$ cat src/rtl/mem_loader_if.sv
// Bundles the stream, memory and traversal handshakes of mem_loader.
// master = loader side, slave = stream source / memory_unit / mem_traversal side.
`ifndef MEMORY_ADDR_WIDTH
`define MEMORY_ADDR_WIDTH 8
`endif
`ifndef MEMORY_DATA_WIDTH
`define MEMORY_DATA_WIDTH 16
`endif

interface mem_loader_if #(
    parameter int ADDR_W = `MEMORY_ADDR_WIDTH,
    parameter int DATA_W = `MEMORY_DATA_WIDTH
);
    logic              in_valid;
    logic [DATA_W-1:0] in_data;
    logic              in_last;
    logic              in_ready;

    logic [1:0]        mem_func;
    logic              mem_execute;
    logic [ADDR_W-1:0] address;
    logic [DATA_W-1:0] write_data;
    logic [DATA_W-1:0] read_data;
    logic              mem_ready;

    logic [ADDR_W-1:0] trav_start_addr;
    logic              trav_execute;
    logic              trav_finished;

    modport master (
        input  in_valid, in_data, in_last, read_data, mem_ready, trav_finished,
        output in_ready, mem_func, mem_execute, address, write_data,
               trav_start_addr, trav_execute
    );

    modport slave (
        output in_valid, in_data, in_last, read_data, mem_ready, trav_finished,
        input  in_ready, mem_func, mem_execute, address, write_data,
               trav_start_addr, trav_execute
    );
endinterface

$ cat src/rtl/mem_loader.sv
// Streams a noun image into memory_unit, then runs mem_traversal on it.
// Optional read-back verification of every word: define MEM_LOADER_VERIFY_EN.
`ifndef MEMORY_ADDR_WIDTH
`define MEMORY_ADDR_WIDTH 8
`endif
`ifndef MEMORY_DATA_WIDTH
`define MEMORY_DATA_WIDTH 16
`endif

module mem_loader #(
    parameter int                ADDR_W     = `MEMORY_ADDR_WIDTH,
    parameter int                DATA_W     = `MEMORY_DATA_WIDTH,
    parameter logic [1:0]        FUNC_WRITE = 2'b01,
    parameter logic [1:0]        FUNC_READ  = 2'b00,
    parameter logic [ADDR_W-1:0] MAX_ADDR   = {ADDR_W{1'b1}}
) (
    input  logic              clk,
    input  logic              rst,
    input  logic              power,
    input  logic              start,
    input  logic [ADDR_W-1:0] base_addr,
    mem_loader_if.master      bus,
    output logic [ADDR_W-1:0] words_loaded,
    output logic              busy,
    output logic              finished,
    output logic              error
);

    typedef enum logic [3:0] {
        IDLE,
        WAIT_WORD,
        WR_ISSUE,
        WR_ACK,
        WR_DONE,
`ifdef MEM_LOADER_VERIFY_EN
        RD_ISSUE,
        RD_ACK,
        RD_DONE,
        CMP,
`endif
        NEXT,
        RUN,
        DONE,
        ERROR
    } state_t;

    state_t            state, state_n;
    logic [ADDR_W-1:0] addr_q, trav_addr_q, count_q;
    logic [DATA_W-1:0] data_q;
    logic [1:0]        func_q;
    logic              last_q, error_q;

    logic load, accept, incr, advance, set_err, issue, ready_c, run_c, done_c;
`ifdef MEM_LOADER_VERIFY_EN
    logic rd_setup;
`else
    logic unused_read;
    assign unused_read = ^{bus.read_data, FUNC_READ};
`endif

    always_ff @(posedge clk or negedge rst) begin
        if (!rst) begin
            state <= IDLE;
        end else if (power) begin
            state <= state_n;
        end
    end

    always_comb begin
        state_n = state;
        load    = 1'b0;
        accept  = 1'b0;
        incr    = 1'b0;
        advance = 1'b0;
        set_err = 1'b0;
        issue   = 1'b0;
        ready_c = 1'b0;
        run_c   = 1'b0;
        done_c  = 1'b0;
`ifdef MEM_LOADER_VERIFY_EN
        rd_setup = 1'b0;
`endif
        case (state)
            IDLE, ERROR: begin
                if (start) begin
                    load    = 1'b1;
                    state_n = WAIT_WORD;
                end
            end
            WAIT_WORD: begin
                ready_c = bus.mem_ready;
                if (bus.in_valid && bus.mem_ready) begin
                    accept  = 1'b1;
                    state_n = WR_ISSUE;
                end
            end
            WR_ISSUE: begin
                issue   = 1'b1;
                state_n = WR_ACK;
            end
            WR_ACK: begin
                if (!bus.mem_ready) state_n = WR_DONE;
            end
            WR_DONE: begin
                if (bus.mem_ready) begin
`ifdef MEM_LOADER_VERIFY_EN
                    rd_setup = 1'b1;
                    state_n  = RD_ISSUE;
`else
                    incr    = 1'b1;
                    state_n = NEXT;
`endif
                end
            end
`ifdef MEM_LOADER_VERIFY_EN
            RD_ISSUE: begin
                issue   = 1'b1;
                state_n = RD_ACK;
            end
            RD_ACK: begin
                if (!bus.mem_ready) state_n = RD_DONE;
            end
            RD_DONE: begin
                if (bus.mem_ready) state_n = CMP;
            end
            CMP: begin
                if (bus.read_data != data_q) begin
                    set_err = 1'b1;
                    state_n = ERROR;
                end else begin
                    incr    = 1'b1;
                    state_n = NEXT;
                end
            end
`endif
            // Running off the top of memory is an error rather than a wrap to 0.
            NEXT: begin
                if (last_q) begin
                    state_n = RUN;
                end else if (addr_q == MAX_ADDR) begin
                    set_err = 1'b1;
                    state_n = ERROR;
                end else begin
                    advance = 1'b1;
                    state_n = WAIT_WORD;
                end
            end
            RUN: begin
                run_c = 1'b1;
                if (bus.trav_finished) state_n = DONE;
            end
            DONE: begin
                done_c  = 1'b1;
                state_n = IDLE;
            end
            default: state_n = IDLE;
        endcase
    end

    always_ff @(posedge clk or negedge rst) begin
        if (!rst) begin
            addr_q      <= '0;
            trav_addr_q <= '0;
            count_q     <= '0;
            data_q      <= '0;
            func_q      <= '0;
            last_q      <= 1'b0;
            error_q     <= 1'b0;
        end else if (power) begin
            if (load) begin
                addr_q      <= base_addr;
                trav_addr_q <= base_addr;
                count_q     <= '0;
                error_q     <= 1'b0;
            end
            if (accept) begin
                data_q <= bus.in_data;
                last_q <= bus.in_last;
                func_q <= FUNC_WRITE;
            end
`ifdef MEM_LOADER_VERIFY_EN
            if (rd_setup) func_q <= FUNC_READ;
`endif
            if (incr && count_q != MAX_ADDR) count_q <= count_q + 1'b1;
            if (advance) addr_q <= addr_q + 1'b1;
            if (set_err) error_q <= 1'b1;
        end
    end

    // Power gates the two handshake strobes so a frozen loader neither accepts nor issues.
    assign bus.in_ready        = power & ready_c;
    assign bus.mem_execute     = power & issue;
    assign bus.mem_func        = func_q;
    assign bus.address         = addr_q;
    assign bus.write_data      = data_q;
    assign bus.trav_start_addr = trav_addr_q;
    assign bus.trav_execute    = run_c;

    assign words_loaded = count_q;
    assign busy         = (state != IDLE);
    assign finished     = done_c;
    assign error        = error_q;

endmodule

$ cat src/flat_wrapper.sv
// flat-port wrapper written by rule: the top's interface ports become plain ports
module mem_loader_flat 
#(
    parameter int                ADDR_W     = `MEMORY_ADDR_WIDTH,
    parameter int                DATA_W     = `MEMORY_DATA_WIDTH,
    parameter logic [1:0]        FUNC_WRITE = 2'b01,
    parameter logic [1:0]        FUNC_READ  = 2'b00,
    parameter logic [ADDR_W-1:0] MAX_ADDR   = {ADDR_W{1'b1}}
)
  (clk, rst, power, start, base_addr, words_loaded, busy, finished, error, bus_in_valid, bus_in_data, bus_in_last, bus_read_data, bus_mem_ready, bus_trav_finished, bus_in_ready, bus_mem_func, bus_mem_execute, bus_address, bus_write_data, bus_trav_start_addr, bus_trav_execute);
  mem_loader_if #(.ADDR_W(ADDR_W), .DATA_W(DATA_W)) bus_i ();
  input  logic clk;
  input  logic rst;
  input  logic power;
  input  logic start;
  input  logic [ADDR_W-1:0] base_addr;
  output logic [ADDR_W-1:0] words_loaded;
  output logic busy;
  output logic finished;
  output logic error;
  input wire logic [$bits(bus_i.in_valid)-1:0] bus_in_valid;
  input wire logic [$bits(bus_i.in_data)-1:0] bus_in_data;
  input wire logic [$bits(bus_i.in_last)-1:0] bus_in_last;
  input wire logic [$bits(bus_i.read_data)-1:0] bus_read_data;
  input wire logic [$bits(bus_i.mem_ready)-1:0] bus_mem_ready;
  input wire logic [$bits(bus_i.trav_finished)-1:0] bus_trav_finished;
  output wire logic [$bits(bus_i.in_ready)-1:0] bus_in_ready;
  output wire logic [$bits(bus_i.mem_func)-1:0] bus_mem_func;
  output wire logic [$bits(bus_i.mem_execute)-1:0] bus_mem_execute;
  output wire logic [$bits(bus_i.address)-1:0] bus_address;
  output wire logic [$bits(bus_i.write_data)-1:0] bus_write_data;
  output wire logic [$bits(bus_i.trav_start_addr)-1:0] bus_trav_start_addr;
  output wire logic [$bits(bus_i.trav_execute)-1:0] bus_trav_execute;
  assign bus_i.in_valid = bus_in_valid;
  assign bus_i.in_data = bus_in_data;
  assign bus_i.in_last = bus_in_last;
  assign bus_i.read_data = bus_read_data;
  assign bus_i.mem_ready = bus_mem_ready;
  assign bus_i.trav_finished = bus_trav_finished;
  assign bus_in_ready = bus_i.in_ready;
  assign bus_mem_func = bus_i.mem_func;
  assign bus_mem_execute = bus_i.mem_execute;
  assign bus_address = bus_i.address;
  assign bus_write_data = bus_i.write_data;
  assign bus_trav_start_addr = bus_i.trav_start_addr;
  assign bus_trav_execute = bus_i.trav_execute;
  mem_loader #(.ADDR_W(ADDR_W), .DATA_W(DATA_W), .FUNC_WRITE(FUNC_WRITE), .FUNC_READ(FUNC_READ), .MAX_ADDR(MAX_ADDR)) u_core (.clk(clk), .rst(rst), .power(power), .start(start), .base_addr(base_addr), .bus(bus_i), .words_loaded(words_loaded), .busy(busy), .finished(finished), .error(error));
endmodule
$ cat config.mk
export PLATFORM = sky130hd
export DESIGN_NAME = mem_loader_flat
export DESIGN_NICKNAME = d
export VERILOG_FILES = /design/src/rtl/mem_loader_if.sv /design/src/rtl/mem_loader.sv /design/src/flat_wrapper.sv
export SDC_FILE = /design/constraint.sdc
export NUM_CORES = 1
export LEC_CHECK = 0
export ABC_AREA = 0
export BUFFER_PORTS_ARGS = -buffer_cell sky130_fd_sc_hd__buf_2
export CAP_MARGIN = 15
export CORE_MARGIN = 2
export CORE_UTILIZATION = 50
export DETAILED_ROUTE_END_ITERATION = 8
export PLACE_DENSITY = 0.79
export SLEW_MARGIN = 0
export SYNTH_ARGS = -nofsm -noshare
export SYNTH_HDL_FRONTEND = slang
export SYNTH_SLANG_ARGS = --single-unit
$ cat constraint.sdc
create_clock -name clk -period 5.65 [get_ports clk]
set_clock_uncertainty 0.2 [all_clocks]
set_input_delay 0.565 -clock clk [delete_from_list [all_inputs] [get_ports clk]]
set_output_delay 0.565 -clock clk [all_outputs]
set_load 0.05 [all_outputs]
## After elaboration in Yosys (flattened, before gate mapping)

Cells that the tools add are included.

- Register bits: 47
- Bits of input ports: 48
- Word-level logic and storage cells: 71

- Add/subtract/negate cells: 2
- Equal/unequal tests: 15
- Mux-type cells: 30
- Bitwise gates (word level): 2
- Reductions and logical operators: 14

Operators by type and width:

| kind | count |
|---|---|
| 8-bit two-way mux | 4 |
| 4-bit two-way mux | 7 |
| 4-bit case mux with 7 select lines | 1 |
| 1-bit two-way mux | 18 |
| 8-bit by 1-bit adder with 8-bit output, second input constant | 2 |
| 4-bit by 3-bit == test with 1-bit output, second input constant | 4 |
| 2-bit AND reduction | 5 |
| 4-bit by 2-bit == test with 1-bit output, second input constant | 2 |
| 8-bit == test, second input constant | 1 |
| 2-bit != test, second input constant | 4 |
| 8-bit != test, second input constant | 1 |
| 6-bit AND reduction | 1 |
| 2-bit nonzero test | 3 |
| 4-bit by 1-bit == test with 1-bit output, second input constant | 1 |
| 4-bit == test, second input constant | 1 |
| 4-bit logical NOT | 1 |
| 4-bit nonzero test | 1 |
| 1-bit bitwise AND | 2 |
| 1-bit logical AND | 2 |
| 2-bit by 1-bit != test with 1-bit output, second input constant | 1 |
| 2-bit OR reduction | 1 |

## Depth between registers and ports, before layout

- Word-level depth: 6
- Mapped depth: 8

## Least setup slack after synthesis

OpenSTA, ideal clock, no wires.

- Path type: reg2out
- Start point: register u_core.state[3]
- End point: output bus_trav_execute
- Arrival time: 1.822 ns
- Required time: 4.885 ns
- Slack: 3.063 ns
- Cell stages (with the launch flop): 3
- Path through: dfrtp_1 -> nand2b_1 -> nor3b_1

- Word-level cells in the longest chain between the ends: 2

Ends and longest elaborated chain:

| what | RTL line | RTL |
|---|---|---|
| from (decl) | mem_loader.sv:47 | `state_t state, state_n;` |
| from (signal assigned) | mem_loader.sv:65 | `state <= state_n;` |
| 4-bit by 3-bit == test with 1-bit output | mem_loader.sv:83 | `case (state)` |
| 1-bit two-way mux | mem_loader.sv:83 |  |
| to (decl) | flat_wrapper.sv:33 | `output wire logic [$bits(bus_i.trav_execute)-1:0] bus_trav_execute;` |

No other way between the ends.

## Worst setup path in the final report

- Start point: register u_core.state[0]
- End point: output bus_in_ready

- Word-level cells in the longest chain between the ends: 3

Ends and longest elaborated chain:

| what | RTL line | RTL |
|---|---|---|
| 4-bit by 1-bit == test with 1-bit output | mem_loader.sv:83 |  |
| 1-bit two-way mux | mem_loader.sv:83 |  |
| 1-bit bitwise AND | mem_loader.sv:191 | `assign bus.in_ready = power & ready_c;` |
| to (decl) | flat_wrapper.sv:27 | `output wire logic [$bits(bus_i.in_ready)-1:0] bus_in_ready;` |

No other way between the ends.

==> qor_table.md <==
| Result | Reported | Unit |
|---|---|---|
| Outcome | finished clean | - |
| Mapped Cells | 233 | - |
| Worst R2R Setup Slack | 3.25 | ns |
| Antenna violations before repair | 0 | - |
| Clock Sink Count | 47 | - |
| Antenna fix cells | 0 | - |
| Leftover overflow at the end of global routing | 0 | - |
| Register bit total from synthesis | 47 | - |
| Total global-route track usage | 20.30 | % |
| Number of cell rows | 25 | - |
| Share of layout cells above drive strength 1 | 35.92 | % |
| Setup total negative slack | 0 | ns |
| Cells traversed along the worst timing path | nand2b_1 -> nor4b_4 -> buf_2 | - |
| Starting density of the core | 50.87 | % |
| Vias in the first global route | 1875 | - |
| Instance area at placement | 0.002755 | sq mm |
| Post-CTS resize count | 0 | - |
| First-pass GRT wire length | 8.452 | mm |
| Minimum setup slack after placement | 3.266 | ns |
| Setup crit end kind | output pin | - |
| Total die area | 0.005309 | sq mm |
| CTS clk-pin slew, worst paths | 0.08 | ns |
| Max incr delay on CP | 0.64 | ns |
| Max-Cap Viols | 0 | - |
| Critical register-to-register path endpoint | u_core.bus.address[5] | - |
| Async set-reset flop share out of synthesis | 100.0 | % |
| Routability cong. | 0.8481 | - |
| Setup repair after global routing missed its margin | no | - |
| Worst Path Arrival | 1.79 | ns |
| Detailed-route via count | 2019 | - |
| Clock latency reported for the late side of the worst-skew pair | 0.29 | ns |
| Startpoint class of the critical path | register | - |
| Mean post-synth cell area | 10.18 | sq um |
| Critical-path top delay cell | sky130_fd_sc_hd__dfrtp_1 | - |
| Number of synthesized flops with an enable pin | 0 | - |
| Number of warning messages in the yosys log | 0 | - |
| Power density cells | 639.0 | mW/mm^2 |
| Antenna viol nets, final | 0 | - |
| Total of fill cells in the finished design | 408 | - |
| CTS tree | built | - |
| Number of setup violations in the final report | 0 | - |
| Largest net degree at the start of global routing | 48 | - |
| Pins Over Slew Limit | 0 | - |
| Sequential Area | 0.001176 | sq mm |
| Final Cell Area | 0.002870 | sq mm |
| Critical Path RT | 4.89 | ns |
| Maximum vdd drop | 0.3253 | mV |
| Shortest period the worst path allows | 2.552 | ns |
| Hold buffer count at CTS | 0 | - |
| Top achievable clock speed | 0.3918 | GHz |
| Worst Hold Slack | 0.04652 | ns |
| Horizontal die dimension | 72.86 | um |
| Combined area of the multi-input logic cells | 0.001117 | sq mm |
| Via/cell ratio | 5.562 | - |
| Number of buffers inserted during clock tree synthesis | 5 | - |
| Number of remaining DRC errors | 0 | - |
| Leak pwr | 1.411 | nW |
| Worst Path Class, Setup | register to output pin | - |
| Clock root buffer | sky130_fd_sc_hd__clkbuf_8 | - |
| R2R cell count | 6 | - |
| Worst setup slack after layout | 3.098 | ns |
| Number of buffers inserted by post-CTS setup repair | 0 | - |
| Cells after DPL | 354 | - |
| Transition at the pin with the smallest max-transition slack | 0.7049 | ns |
| Initial drt markers | 122 | - |
| Predominant post-synthesis flop cell | sky130_fd_sc_hd__dfrtp_1 | - |
| Critical Path Source | u_core.state[0] | - |
| Total detailed-routing wirelength | 5.229 | mm |
| Final total power | 1.834 | mW |
| Startpoint of the worst register-to-register path | u_core.bus.address[0] | - |
| H-tree levels | 2 | - |
| Net count reported at finish | 358 | - |
| Detailed placer's ending HPWL | 3.728 | mm |
| Sequential-to-total area share from yosys stat | 49.60 | % |
| Wire length per cell after detailed routing | 14.40 | um |
| Critical path fanouts, max | 14 | - |
| TritonRoute pass-1 iters | 4 | - |
| Height of the die | 72.86 | um |
| Type of the most critical hold path | input pin to async pin | - |
| Number of distinct library cells after synthesis | 43 | - |
| Relative area change from synthesis to final layout | 21.06 | % |
| Io pins | 96 | - |
| Post-route fraction of the period consumed by the critical path | 45.17 | % |
| CTS max path bufs | 2 | - |
| Max-Slew Margin vs Limit | 53.01 | % |
| Core ar. | 0.004661 | sq mm |
| Cell area after synthesis | 0.002371 | sq mm |
| Final Non-Filler Cells | 363 | - |
| IO Port Bufs | 78 | - |
| Synth Net Count | 283 | - |
| Share of the core filled with cells | 61.58 | % |
| Count of final hold-check violations | 0 | - |
==> layout make-up <==
| cell class | count | area share, % |
|---|---|---|
| Sequential cell | 47 | 40.98 |
| Multi-Input combinational cell | 174 | 38.93 |
| Timing Repair Buffer | 79 | 14.30 |
| Clock buffer | 7 | 3.008 |
| Tap cell | 54 | 2.354 |
| Clock inverter | 1 | 0.3051 |
| Inverter | 1 | 0.1308 |
==> power breakdown <==
group          internal, mW  switching, mW  leakage, nW  total (mW)
Combinational         0.276          0.729        0.782        1.01
Clock                 0.100          0.109       0.0484       0.209
Sequential            0.474          0.145        0.581       0.619
==> worst max path at each step <==
stage	to	slack, ns	cells after the start
after global placement	bus_in_ready	3.35	4
after CTS	bus_in_ready	3.07	3
after detailed placement	u_core.bus.address[5]	3.27	6
after floorplan	bus_trav_execute	3.06	2
after global routing	bus_in_ready	2.97	3
final	bus_in_ready	3.10	3
==> kinds of logic after synthesis <==
logic type	synth area share (%)
and+or+nand+nor	22.06
AOI/OAI and AO/OA	14.51
buffers and inverters	3.271
muxes	9.340
other	0.1582
adders and majority gates	1.055
DFF	49.60
==> Yosys cell counts, drive strengths merged, types with 2 or more instances <==
library cell,number,area [sq um]
a21oi,15,75.07
a31oi,3,18.77
and2,2,12.51
and3,6,37.54
buf,10,70.06
dfrtp,47,1176
ha,2,25.02
mux2,17,191.4
mux2i,3,30.03
nand2,47,183.9
nand2b,6,37.54
nand3,13,65.06
nand4,3,18.77
nor2,10,40.04
nor2b,4,25.02
nor3,2,10.01
nor4b,2,47.55
o211ai,2,20.02
o21ai,16,80.08
o22ai,2,12.51
o31ai,4,30.03
o41ai,3,33.79
==> per-layer routing <==
layer	track usage (%)	wire (um)
met5	0	0
met2	32.12	2524
met1	27.71	2348
met4	6.173	34
met3	4.972	321
==> placed cells by master, fill, tap and decap left out, types with 6 or more instances in the layout <==
cell,Yosys,routed
sky130_fd_sc_hd__mux2_2,17,17
sky130_fd_sc_hd__clkbuf_8,0,6
sky130_fd_sc_hd__nor2_1,9,9
sky130_fd_sc_hd__dfrtp_1,47,47
sky130_fd_sc_hd__buf_2,5,78
sky130_fd_sc_hd__nand3_1,13,13
sky130_fd_sc_hd__a21oi_1,15,15
sky130_fd_sc_hd__nand2_1,46,46
sky130_fd_sc_hd__and3_1,6,6
sky130_fd_sc_hd__o21ai_0,14,14
sky130_fd_sc_hd__nand2b_1,6,6
==> state kept, by name (all words and copies together) (netlist names) <==
| signal | cells |
|---|---|
| u_core.bus.write_data | 16 |
| u_core.bus.address | 8 |
| u_core.bus.trav_start_addr | 8 |
| u_core.words_loaded | 8 |
| u_core.state | 4 |
| u_core.bus.mem_func | 1 |
| u_core.error | 1 |
| u_core.last_q | 1 |
==> worst max-delay path, delay by kind of cell, from the launching register on <==
kind / cells / cell delay, ns
and+or+nand+nor: 2 / 0.53
buffers and inverters: 1 / 0.32
DFF: 1 / 0.64
Power figures use the tool's default switching activity.
